<file path="config.mk">
export PLATFORM = sky130hd
export DESIGN_NAME = speech_frame_runner
export DESIGN_NICKNAME = d
export VERILOG_FILES = /design/src/rtl/speech_frame_runner_pkg.sv /design/src/rtl/speech_frame_runner_lsp_result_bank.sv /design/src/rtl/speech_frame_runner.sv
export SDC_FILE = /design/constraint.sdc
export NUM_CORES = 2
export LEC_CHECK = 0
export CAP_MARGIN = 20
export CORE_ASPECT_RATIO = 1.1
export CORE_MARGIN = 2
export CORE_UTILIZATION = 59
export DETAILED_ROUTE_END_ITERATION = 10
export PLACE_DENSITY_LB_ADDON = 0.05
export SYNTH_ARGS = -nofsm -noshare
export SYNTH_HDL_FRONTEND = slang
export SYNTH_HIERARCHICAL = 1
export SYNTH_SLANG_ARGS = --single-unit
</file>
<file path="constraint.sdc">
create_clock -name clk -period 9.6 [get_ports clk]
set_input_delay 1.92 -clock clk [delete_from_list [all_inputs] [get_ports clk]]
set_output_delay 1.92 -clock clk [all_outputs]
set_load 0.01 [all_outputs]
</file>
<file path="src/rtl/speech_frame_runner_pkg.sv">
// Shared codec2 definitions for the multi-frame analysis driver:
// FSM encoding, LSP count, result-word select codes and default widths.
package speech_frame_runner_pkg;

   localparam int DEF_N  = 32;
   localparam int DEF_Q  = 16;

   localparam int NLSP   = 10;
   // One energy word followed by the LSPs
   localparam int NWORDS = NLSP + 1;

   localparam logic [3:0] SEL_E    = 4'd0;
   localparam logic [3:0] SEL_LSP0 = 4'd1;

   typedef enum logic [2:0] {
      S_IDLE    = 3'd0,
      S_LAUNCH  = 3'd1,
      S_RUN     = 3'd2,
      S_CAPTURE = 3'd3,
      S_ADVANCE = 3'd4,
      S_DONE    = 3'd5,
      S_ERROR   = 3'd6
   } state_t;

endpackage

</file>
<file path="src/rtl/speech_frame_runner_lsp_result_bank.sv">
// Per-frame result store: NFRAMES x (energy + 10 LSPs) words.
// One 11-word parallel write port, one combinational read port.
// Out-of-range frame or word selects read as zero.
module speech_frame_runner_lsp_result_bank
   import speech_frame_runner_pkg::*;
#(
   parameter int N       = DEF_N,
   parameter int NFRAMES = 4,
   parameter int FW      = (NFRAMES > 1) ? $clog2(NFRAMES) : 1
) (
   input  logic             clk,
   input  logic             rst,
   input  logic             i_we,
   input  logic [FW-1:0]    i_wr_frame,
   input  logic [N-1:0]     i_wr_e,
   input  logic [NLSP*N-1:0] i_wr_lsp,
   input  logic [FW-1:0]    i_rd_frame,
   input  logic [3:0]       i_rd_sel,
   output logic [N-1:0]     o_rd_data
);

   logic [N-1:0] r_bank [NFRAMES][NWORDS];
   logic [N-1:0] w_rd_data;

   // Clear on reset; otherwise capture one frame's energy and LSPs at once
   always_ff @(posedge clk) begin
      if (rst) begin
         for (int f = 0; f < NFRAMES; f++) begin
            for (int w = 0; w < NWORDS; w++) begin
               r_bank[f][w] <= '0;
            end
         end
      end else if (i_we && (int'(i_wr_frame) < NFRAMES)) begin
         r_bank[i_wr_frame][SEL_E] <= i_wr_e;
         for (int k = 0; k < NLSP; k++) begin
            r_bank[i_wr_frame][int'(SEL_LSP0) + k] <= i_wr_lsp[k*N +: N];
         end
      end
   end

   // Combinational read with zero for unused selects
   always_comb begin
      w_rd_data = '0;
      if ((int'(i_rd_frame) < NFRAMES) && (int'(i_rd_sel) < NWORDS)) begin
         w_rd_data = r_bank[i_rd_frame][i_rd_sel];
      end
   end

   assign o_rd_data = w_rd_data;

endmodule

</file>
<file path="src/rtl/speech_frame_runner.sv">
// Multi-frame driver for the speech_to_uq_lsps core. One start pulse runs
// the core over NFRAMES frames, offsetting its sample addresses by a
// per-frame base, enforcing a per-frame watchdog and banking each frame's
// energy and LSPs.
//
// Handshake: start is a level sampled only in IDLE/DONE/ERROR; core_start is
// a one-cycle pulse; core_done is a one-cycle strobe honoured only in RUN,
// and core_e/core_lsp must still be valid in the cycle after core_done.
module speech_frame_runner
   import speech_frame_runner_pkg::*;
#(
   parameter int N         = DEF_N,
   parameter int Q         = DEF_Q,
   parameter int AW        = 10,
   parameter int NFRAMES   = 4,
   parameter int FRAME_ADV = 80,
   parameter int TIMEOUT   = 200000,
   localparam int FDW      = $clog2(NFRAMES + 1),
   localparam int FW       = (NFRAMES > 1) ? $clog2(NFRAMES) : 1,
   localparam int WDW      = $clog2(TIMEOUT + 1)
) (
   input  logic              clk,
   input  logic              rst,
   input  logic              start,
   output logic              busy,
   output logic              done,
   output logic              timeout_err,
   output logic [FDW-1:0]    frames_done,
   output logic [AW-1:0]     mem_addr,
   input  logic [N-1:0]      mem_rdata,
   output logic              core_start,
   input  logic              core_done,
   input  logic [AW-1:0]     core_addr,
   output logic [N-1:0]      core_sample,
   input  logic [N-1:0]      core_e,
   input  logic [NLSP*N-1:0] core_lsp,
   input  logic [FW-1:0]     rd_frame,
   input  logic [3:0]        rd_sel,
   output logic [N-1:0]      rd_data,
   output logic [2:0]        dbg_state
);

   state_t           r_state;
   logic             r_busy;
   logic             r_done;
   logic             r_timeout_err;
   logic             r_core_start;
   logic [FDW-1:0]   r_frames_done;
   logic [AW-1:0]    r_mem_addr;
   logic [N-1:0]     r_core_sample;
   logic [AW-1:0]    r_base;
   logic [WDW-1:0]   r_wdog;

   logic             w_bank_we;
   logic [FW-1:0]    w_bank_frame;

   // Run sequencer: launch, relay samples, capture, advance base, finish
   always_ff @(posedge clk) begin
      if (rst) begin
         r_state       <= S_IDLE;
         r_busy        <= 1'b0;
         r_done        <= 1'b0;
         r_timeout_err <= 1'b0;
         r_core_start  <= 1'b0;
         r_frames_done <= '0;
         r_mem_addr    <= '0;
         r_core_sample <= '0;
         r_base        <= '0;
         r_wdog        <= '0;
      end else begin
         r_core_start <= 1'b0;
         case (r_state)
            // A new run looks the same from rest, completion or failure
            S_IDLE, S_DONE, S_ERROR: begin
               if (start) begin
                  r_state       <= S_LAUNCH;
                  r_frames_done <= '0;
                  r_base        <= '0;
                  r_wdog        <= '0;
                  r_done        <= 1'b0;
                  r_timeout_err <= 1'b0;
                  r_busy        <= 1'b1;
                  r_core_start  <= 1'b1;
               end
            end
            S_LAUNCH: begin
               r_state <= S_RUN;
            end
            // Two-cycle sample path: address register, then RAM, then sample register
            S_RUN: begin
               r_mem_addr    <= r_base + core_addr;
               r_core_sample <= mem_rdata;
               r_wdog        <= r_wdog + WDW'(1);
               if (core_done) begin
                  r_state <= S_CAPTURE;
               end else if (r_wdog == WDW'(TIMEOUT - 1)) begin
                  r_state       <= S_ERROR;
                  r_busy        <= 1'b0;
                  r_timeout_err <= 1'b1;
               end
            end
            S_CAPTURE: begin
               r_frames_done <= r_frames_done + FDW'(1);
               r_state       <= S_ADVANCE;
            end
            S_ADVANCE: begin
               r_wdog <= '0;
               if (r_frames_done == FDW'(NFRAMES)) begin
                  r_state <= S_DONE;
                  r_busy  <= 1'b0;
                  r_done  <= 1'b1;
               end else begin
                  r_base       <= r_base + AW'(FRAME_ADV);
                  r_state      <= S_LAUNCH;
                  r_core_start <= 1'b1;
               end
            end
            default: begin
               r_state <= S_IDLE;
               r_busy  <= 1'b0;
            end
         endcase
      end
   end

   assign w_bank_we    = (r_state == S_CAPTURE);
   assign w_bank_frame = r_frames_done[FW-1:0];

   speech_frame_runner_lsp_result_bank #(
      .N       (N),
      .NFRAMES (NFRAMES),
      .FW      (FW)
   ) u_lsp_result_bank (
      .clk        (clk),
      .rst        (rst),
      .i_we       (w_bank_we),
      .i_wr_frame (w_bank_frame),
      .i_wr_e     (core_e),
      .i_wr_lsp   (core_lsp),
      .i_rd_frame (rd_frame),
      .i_rd_sel   (rd_sel),
      .o_rd_data  (rd_data)
   );

   assign busy        = r_busy;
   assign done        = r_done;
   assign timeout_err = r_timeout_err;
   assign core_start  = r_core_start;
   assign frames_done = r_frames_done;
   assign mem_addr    = r_mem_addr;
   assign core_sample = r_core_sample;
   assign dbg_state   = r_state;

endmodule
</file>
# ---- Word-level counts from Yosys, hierarchy flattened
# Memories as Yosys holds them, arrays and structs flattened.
# Index checks and enable logic that the tools add are counted.
dict set report word_totals {
  reg_bits 80
  latchBits 0
  ramBits 1408
  romBits 0
  in_bits 404
  out_inout_bits 84
  wordCells 86
  n_memories 1
}
dict set report classes {
  addsub 4
  mul 0
  div_mod_pow 0
  n_lt_le_gt_ge 2
  eq_ne 14
  n_shift 0
  mux 38
  bitwise 2
  n_reduce_logical 15
}
# name words word_bits read_ports rd_clocked_by_memory_dff write_ports line_no
set memory_table {}
lappend memory_table {u_lsp_result_bank.r_bank 4 352 1 0 4 speech_frame_runner_lsp_result_bank.sv:22} ;# logic [N-1:0] r_bank [NFRAMES][NWORDS];
# operator count
set ops {}
lappend ops {{352-bit two-way mux} 1}
lappend ops {{352-bit OR reduction} 1}
lappend ops {{32-bit binary-select mux with 4-bit select} 1}
lappend ops {{32-bit two-way mux} 3}
lappend ops {{18-bit one-hot mux with 3 select lines} 1}
lappend ops {{10-bit two-way mux} 2}
lappend ops {{10-bit one-hot mux with 2 select lines} 1}
lappend ops {{18-bit by 1-bit adder with 18-bit output, second input constant} 1}
lappend ops {{18-bit equality test, second input constant} 1}
lappend ops {{18-bit two-way mux} 1}
lappend ops {{1-bit two-way mux} 16}
lappend ops {{3-bit two-way mux} 5}
lappend ops {{3-bit one-hot mux with 5 select lines} 1}
lappend ops {{3-bit equality test, second input constant} 4}
lappend ops {{10-bit adder} 1}
lappend ops {{10-bit by 7-bit adder with 10-bit output, second input constant} 1}
lappend ops {{2-bit != test, second input constant} 5}
lappend ops {{3-bit by 2-bit equality test with 1-bit output, second input constant} 2}
lappend ops {{1-bit one-hot mux with 2 select lines} 3}
lappend ops {{3-bit one-hot mux with 2 select lines} 1}
lappend ops {{2-bit AND reduction} 3}
lappend ops {{3-bit AND reduction} 2}
lappend ops {{2-bit nonzero test} 3}
lappend ops {{5-bit greater-or-equal comparator, second input constant} 1}
lappend ops {{other kinds (14)} 14}

# ---- Depth between registers and ports, before layout
dict set report depth {
  ltp_word 6
  mapped_depth 8
  mapped_depth_nobuf 7
}

# ---- Cells and area by module
# Netlist, hierarchy kept.
# module n_inst cells_per_inst area_each_um2 seq_area_each_um2
set by_module_without_submodules {}
lappend by_module_without_submodules {speech_frame_runner_lsp_result_bank 1 4052 63355.8 42280.6}
lappend by_module_without_submodules {speech_frame_runner 1 415 3432.0 1521.5}

# ---- Worst setup path before layout
# No wires, ideal clock.
dict set report synth_timing {
  kind {in2reg}
  startpoint {in rst}
  endpoint {mem u_lsp_result_bank/r_bank[2][0] (netlist bit), enable pin}
  setup_time_ps 570
  arrival_ps 6748
  t_required_ps 9030
  setup_slack_ps 2282
  cell_stages 3
  path_buffers 1
  path_cell_list {nor4bb_1 clkbuf_1 or2_2}
}
# element line_no
set synth_rtl {}
lappend synth_rtl {{start, declared} speech_frame_runner.sv:23} ;# input logic rst,
lappend synth_rtl {{end, declared} speech_frame_runner_lsp_result_bank.sv:22}

# ---- Worst setup path after layout
dict set report layout_timing {
  startpoint {in rd_frame[0]}
  endpoint {out rd_data[5]}
}
dict set report layout_between {
  elab_chain_cells 5
}
# element line_no
set layout_rtl {}
lappend layout_rtl {{start, declared} speech_frame_runner.sv:37} ;# input logic [FW-1:0] rd_frame,
lappend layout_rtl {{memory 4 x 352 bit} n/a}
lappend layout_rtl {{32-bit binary-select mux with 4-bit select} speech_frame_runner_lsp_result_bank.sv:45} ;# w_rd_data = r_bank[i_rd_frame][i_rd_sel];
lappend layout_rtl {{32-bit two-way mux (not written as such) (2 in series)} speech_frame_runner_lsp_result_bank.sv:45}
lappend layout_rtl {{32-bit two-way mux} speech_frame_runner_lsp_result_bank.sv:44} ;# if ((int'(i_rd_frame) < NFRAMES) && (int'(i_rd_sel) < NWORDS)) begin
lappend layout_rtl {{end, declared} speech_frame_runner.sv:39} ;# output logic [N-1:0] rd_data,
# No other way between the ends. The select of a mux whose other input is x is not followed.

==> run metrics <==
final antenna-violating net count=0; max-slew violations=0; Syn Nets=approximately 4,900; CTS tree=yes; drt via density=between 6 and 7; Post-CTS Hold Fix Bufs=0; max-cap violations=0; Setup TNS=0 ps; Commonest cells post-synth=and2_1, edfxtp_1, mux4_2, clkbuf_1, nand2_1; H-Tree Depth=4; most numerous cell in the Yosys netlist=and2_1; CTS sink cnt=about 1,500; clock skew=between 15 and 20 ps; worst setup slack after layout=between 1000 and 1500 ps; worst-skew pair later-pin latency=roughly 760 ps; Yosys top cell area share=approximately 63%; hpwl dp=114,700 um; Max Fclk=121.8 MHz; #FFs+latches synth=~1,500; Worst EP required=roughly 7700 ps; hold path cells=2; Slew HR=14.65%; PortBufs=about 490; CTS max path bufs=3; pwr dens=about 190 nW/um2; RSZ-0062 raised after global routing=no; leakage=about 0.028 uW; Synth Instances=around 4,500; largest net degree at the start of global routing=216; r2r worst-path depth=8; drc violations=0; post-synth top area cell=edfxtp_1; type of origin of the critical path=input port; outcome=completed; GRT Total Usage=around a third; final setup violating endpoints=0; Routed WL=roughly 180,000 um; first-pass GRT wire length=266,200 um; Row Count=129; WHS=~460 ps; Hold Path Sink=core_sample[2]$_SDFFE_PP0P_; postcts setup bufs=0; initial antenna violation count=58; Synth Flop Type=edfxtp_1; CTS root buf=clkbuf_16; Slew @ Worst Pin=approximately 1300 ps; CTS buffer count=150; Final Wtd Congestion=0.8623; post-layout min period=between 8000 and 9000 ps; die area=approximately 120,000 um2; reg2reg end=u_lsp_result_bank/r_bank[3][106]$_SDFFCE_PN0P_; P&R area growth vs syn=16.14%; initial DRC count=between 4,000 and 5,000; EDFF count, synth=1,408; initial cell density of the core=around three fifths; CP Max Fanout=between 60 and 70; min-delay src=core_sample[2]$_SDFFE_PP0P_; Hold Violations, Final=0; sequential share of the synthesized area=65.58%; global route total overflow=0; syn avg cell area=about 15 um2; post-cts resize count=0; Syn. warnings=6; Worst-path clk slew=~60 ps; synth top area cells=edfxtp_1, and2_1, mux4_2; count of unique library cells instantiated by Yosys=70; Hold Crit Class=register to register; drt wl/cell=around 28 um; Final Cycle Share=85.56%; Post-Syn Area=approximately 67,000 um2; VDD IR max=234.2 uV; Post-synth ARST share=0%; crit end category=output port; CP Class=input port to output port; First-pass DRT Iterations=5; die width=between 300 and 400 um; reg-to-reg startpoint=dbg_state[1]$_SDFFE_PP0P_; Worst Path Arrival=6290 ps; IO Pins=about 500; vias=approximately 40,000; core box area=around 110,000 um2; Die Span Y=356.9 um; r2r setup slk=~4500 ps; Layout Nets=around 5,300; pre-CTS setup slack=1369 ps; vias in the first global route=about 39,000; layout cells sized above 1=approximately 13%
[critical path, stage by stage]
cell	delay, ps
buf_8	670
buf_4	530
nor2b_4	670
buf_4	360
a211oi_1	110
a311oi_1	910
o32ai_1	310
buf_4	260
clkdlybuf4s50_1	480
[where the power goes]
group / switching (uW) / internal [uW]
Sequential: 124 / 7450
Combinational: 903 / 655
Clock: 2400 / 3280
[per-stage QoR]
step,power (uW),cell area (um2),util (%),cells
2_1_floorplan,8533,66790,-,4467
3_3_place_gp,9233,72820,64.82,6199
3_5_place_dp,9257,72820,64.82,6199
4_1_cts,14860,77520,69.01,6466
5_1_grt,15240,77560,69.04,6479
6_report,14810,77570,69.05,6483
[cell type report]
| cell class | count | area [um2] |
|---|---|---|
| inverters | 12 | 57.56 |
| multi-input cells | 2641 | 21500 |
| flip-flops and latches | 1484 | 43800 |
| diodes | 16 | 40.04 |
| repair buffers | 557 | 5588 |
| clock inverters | 70 | 581.8 |
| clock buffers | 197 | 4119 |
| fillers | 7738 | 34770 |
| well taps | 1506 | 1884 |
[worst max path at each step]
stage                      from                                            to  slack (ps)
floorplan                   rst  u_lsp_result_bank/r_bank[2][0]$_SDFFCE_PN0P_        2280
finish              rd_frame[0]                                    rd_data[5]        1390
detailed placement  rd_frame[0]                                    rd_data[5]        1370
CTS                 rd_frame[0]                                    rd_data[5]        1350
global placement    rd_frame[0]                                    rd_data[5]        1340
global route        rd_frame[0]                                    rd_data[5]        1210
[layer usage]
| layer | wire, um | GRT usage (%) | vias up |
|---|---|---|---|
| met5 | 341 | 0 | - |
| met3 | 17870 | 8.668 | 302 |
| met1 | 73710 | 43.58 | 19850 |
| met2 | 87500 | 49.56 | 1778 |
| met4 | 5150 | 10.33 | 56 |
| li1 | - | - | 17260 |
[cell families (layout without fill, tap and decap cells)]
logic type / Yosys count / in the layout / synth area share, %
AND/OR/NAND/NOR: 1772 / 1772 / 15.65
flip-flops: 1484 / 1484 / 65.58
multiplexers: 477 / 477 / 12.08
AO/OA/AOI/OAI: 356 / 356 / 3.822
buffers and inverters: 342 / 836 / 2.346
XOR/XNOR: 24 / 24 / 0.3147
adder cells (fa/ha/maj): 11 / 11 / 0.2023
other: 1 / 17 / 0.005615
[placed cells by master, fill, tap and decap left out, drive strengths merged, types with 3 or more instances in the layout]
cell,count
a211o,13
a211oi,48
a21o,3
a21oi,110
a221oi,33
a311oi,33
and2,1409
buf,75
bufinv,10
clkbuf,199
clkdlybuf4s50,480
clkinv,57
dfxtp,76
diode,16
edfxtp,1408
ha,10
inv,14
mux2,72
mux2i,149
mux4,256
nand2,171
nand2b,4
nand3,12
nand4,3
nor2,97
nor2b,41
nor3,5
o2111ai,33
o21ai,14
o21bai,3
o22ai,20
o32ai,32
or2,7
or3,4
xnor2,17
xor2,7
[flip-flops by register name, indices dropped and copies added, names as in the netlist]
name and flops:
done 1, r_base 6, timeout_err 1, u_lsp_result_bank/r_bank 1408
core_start 1, busy 1, r_wdog 18, frames_done 3
dbg_state 3, core_sample 32, mem_addr 10
Note: power is estimated with default switching activity, not from simulation.
==> RTL edit: new RTL, config.mk and constraints unchanged <==
`NLSP`: 10 -> 11.
--- a/src/rtl/speech_frame_runner_pkg.sv
+++ b/src/rtl/speech_frame_runner_pkg.sv
@@ -6,5 +6,5 @@
    localparam int DEF_Q  = 16;
 
-   localparam int NLSP   = 10;
+   localparam int NLSP   = 11;
    // One energy word followed by the LSPs
    localparam int NWORDS = NLSP + 1;
Interface: changed (resized core_lsp); port bits go from 488 to 520. The function was not compared with the original's and may differ.
==> RTL edit against the unedited design <==
Critical path depth is 2 lower. Area after synthesis is 8.8% higher. Critical endpoint is now rd_data[7]. Largest power group unchanged. Routed wire length is 9.6% higher. Via count is 7.6% higher. Maximum frequency is 4.9% higher. Setup slack better by 0.38 ns. Cell area is 8.8% higher. Sequential cell count is 128 higher. Total power is 9.4% higher. Clock skew is 0.0042 ns higher. Final cell count is 7.3% higher. Core utilization is 0.21 points lower.
==> RTL edit: results <==
export IMPL_status="complete, no violations"
export IMPL_post_cts_resized=0
export IMPL_hold_depth=2
export IMPL_largest_reg_flops=1536
export IMPL_insertion_delay_ns=0.78
export IMPL_cts_buffers=163
export IMPL_grt_max_degree=194
export IMPL_synth_compound_area_share_pct=2.80
export IMPL_synth_edf_count=1536
export IMPL_hpwl_mm=126
export IMPL_viasPerCell=6.07
export IMPL_worst_ir_drop_vdd_v=0.000172
export IMPL_fin_skew_ns=0.0227
export IMPL_max_slew_margin_rel_pct=0.210
export IMPL_critPathMaxStageDelay_ns=1.25
export IMPL_r2r_slack_ns=4.73
export IMPL_synth_xor_area_share_pct=0.289
export IMPL_synth_fa_ha_area_share_pct=0.186
export IMPL_synth_common_cells="and2_1, edfxtp_1, mux4_2, clkbuf_1, mux2i_1"
export IMPL_cp_slowest_cell="a221oi_1"
export IMPL_ctsHoldBuffers=0
export IMPL_initialDrtViolationCount=4625
export IMPL_synth_flop_cell="edfxtp_1"
export IMPL_rr_worst_depth=8
export IMPL_htreeDepth=4
export IMPL_slew_violations=0
export IMPL_place_congestion=0.867
export IMPL_drive_above_1_share_pct=12.8
export IMPL_synthDistinctLibCells=65
export IMPL_yosysSeqAreaShare_pct=65.6
export IMPL_synth_area_leaders="edfxtp_1, and2_1, mux4_2, mux2i_1, dfxtp_1"
export IMPL_path_max_fanout=76
export IMPL_portBuffers=519
export IMPL_whs_endpoint="core_sample[7]"
export IMPL_wl_mm=202
export IMPL_startpoint="rd_sel[0]"
export IMPL_endpoint="rd_data[7]"
export IMPL_track_usage_pct=32.2
export IMPL_critPathTopFamily="compound AO/OA/AOI/OAI gates"
export IMPL_fillers=8496
export IMPL_nNetsFinal=5621
export IMPL_hold_start="core_sample[7]"
export IMPL_leakage_uw=0.0308
export IMPL_post_cts_setup_buffers=0
export IMPL_muxShareOfSynthArea_pct=13.5
export IMPL_antenna_found_initial=56
export IMPL_dr_pass1_iters=6
export IMPL_syn_num_nets=5202
export IMPL_r2r_end="u_lsp_result_bank/r_bank[3][89]"
export IMPL_grt_pass1_vias=42213
export IMPL_grt_pass1_wl_mm=293
export IMPL_path_clk_slew_ns=0.06
export IMPL_worstPathArrival_ns=5.91
==> RTL edit: cell count changes in the layout (fill, tap and decap cells not counted), moves of 33 or more <==
cell / delta
and2_1: +127
nor2b_1: -37
mux2i_1: +76
mux4_2: +64
clkdlybuf4s50_1: +33
mux2_2: -40
edfxtp_1: +128
clkinv_1: +34
a211oi_1: -36
==> RTL edit: kinds of logic after synthesis <==
group | Yosys count
flops | 1612
mux | 577
xor+xnor | 24
fa+ha+maj | 11
compound gates | 300
simple gates | 1836
other cells | 1
buf+inv | 395
==> RTL edit: power breakdown <==
part           total [uW]  internal (uW)  switching, uW  leakage (uW)
registers            8230           8090            135        0.0165
clock network        6240           3630           2610       0.00251
logic                1730            740            994        0.0118
total               16200          12500           3740        0.0308
==> RTL edit: cell type report <==
| class | instances | area, um^2 | share of cell area, % |
|---|---|---|---|
| flip-flops and latches | 1612 | 47600 | 56.4 |
| well taps | 1644 | 2060 | 2.44 |
| clock buffers | 218 | 4530 | 5.36 |
| multi-input cells | 2749 | 23300 | 27.5 |
| diodes | 23 | 57.6 | 0.0682 |
| repair buffers | 605 | 6090 | 7.21 |
| inverters | 44 | 178 | 0.210 |
| clock inverters | 64 | 616 | 0.729 |
==> RTL edit: metrics by stage <==
step	total power (uW)	cell area [um^2]	hold WS [ns]	setup WS (ns)	cells
after floorplan	9290	72600	0.449	1.55	4756
after global placement	10100	79200	0.439	2.00	6653
after detailed placement	10100	79200	0.449	2.01	6654
after CTS	16300	84400	0.455	2.01	6936
after global routing	16700	84400	0.468	1.93	6953
final	16200	84400	0.453	1.77	6959
==> RTL edit: metal layers <==
metal  up-vias  GRT usage [%]  routed length (um)
met1     21515           43.3               78000
li1      18408              -                   -
met5         -              0                 162
met3       322           6.50               17300
met4        26           14.1                8700
met2      1946           51.8               98200
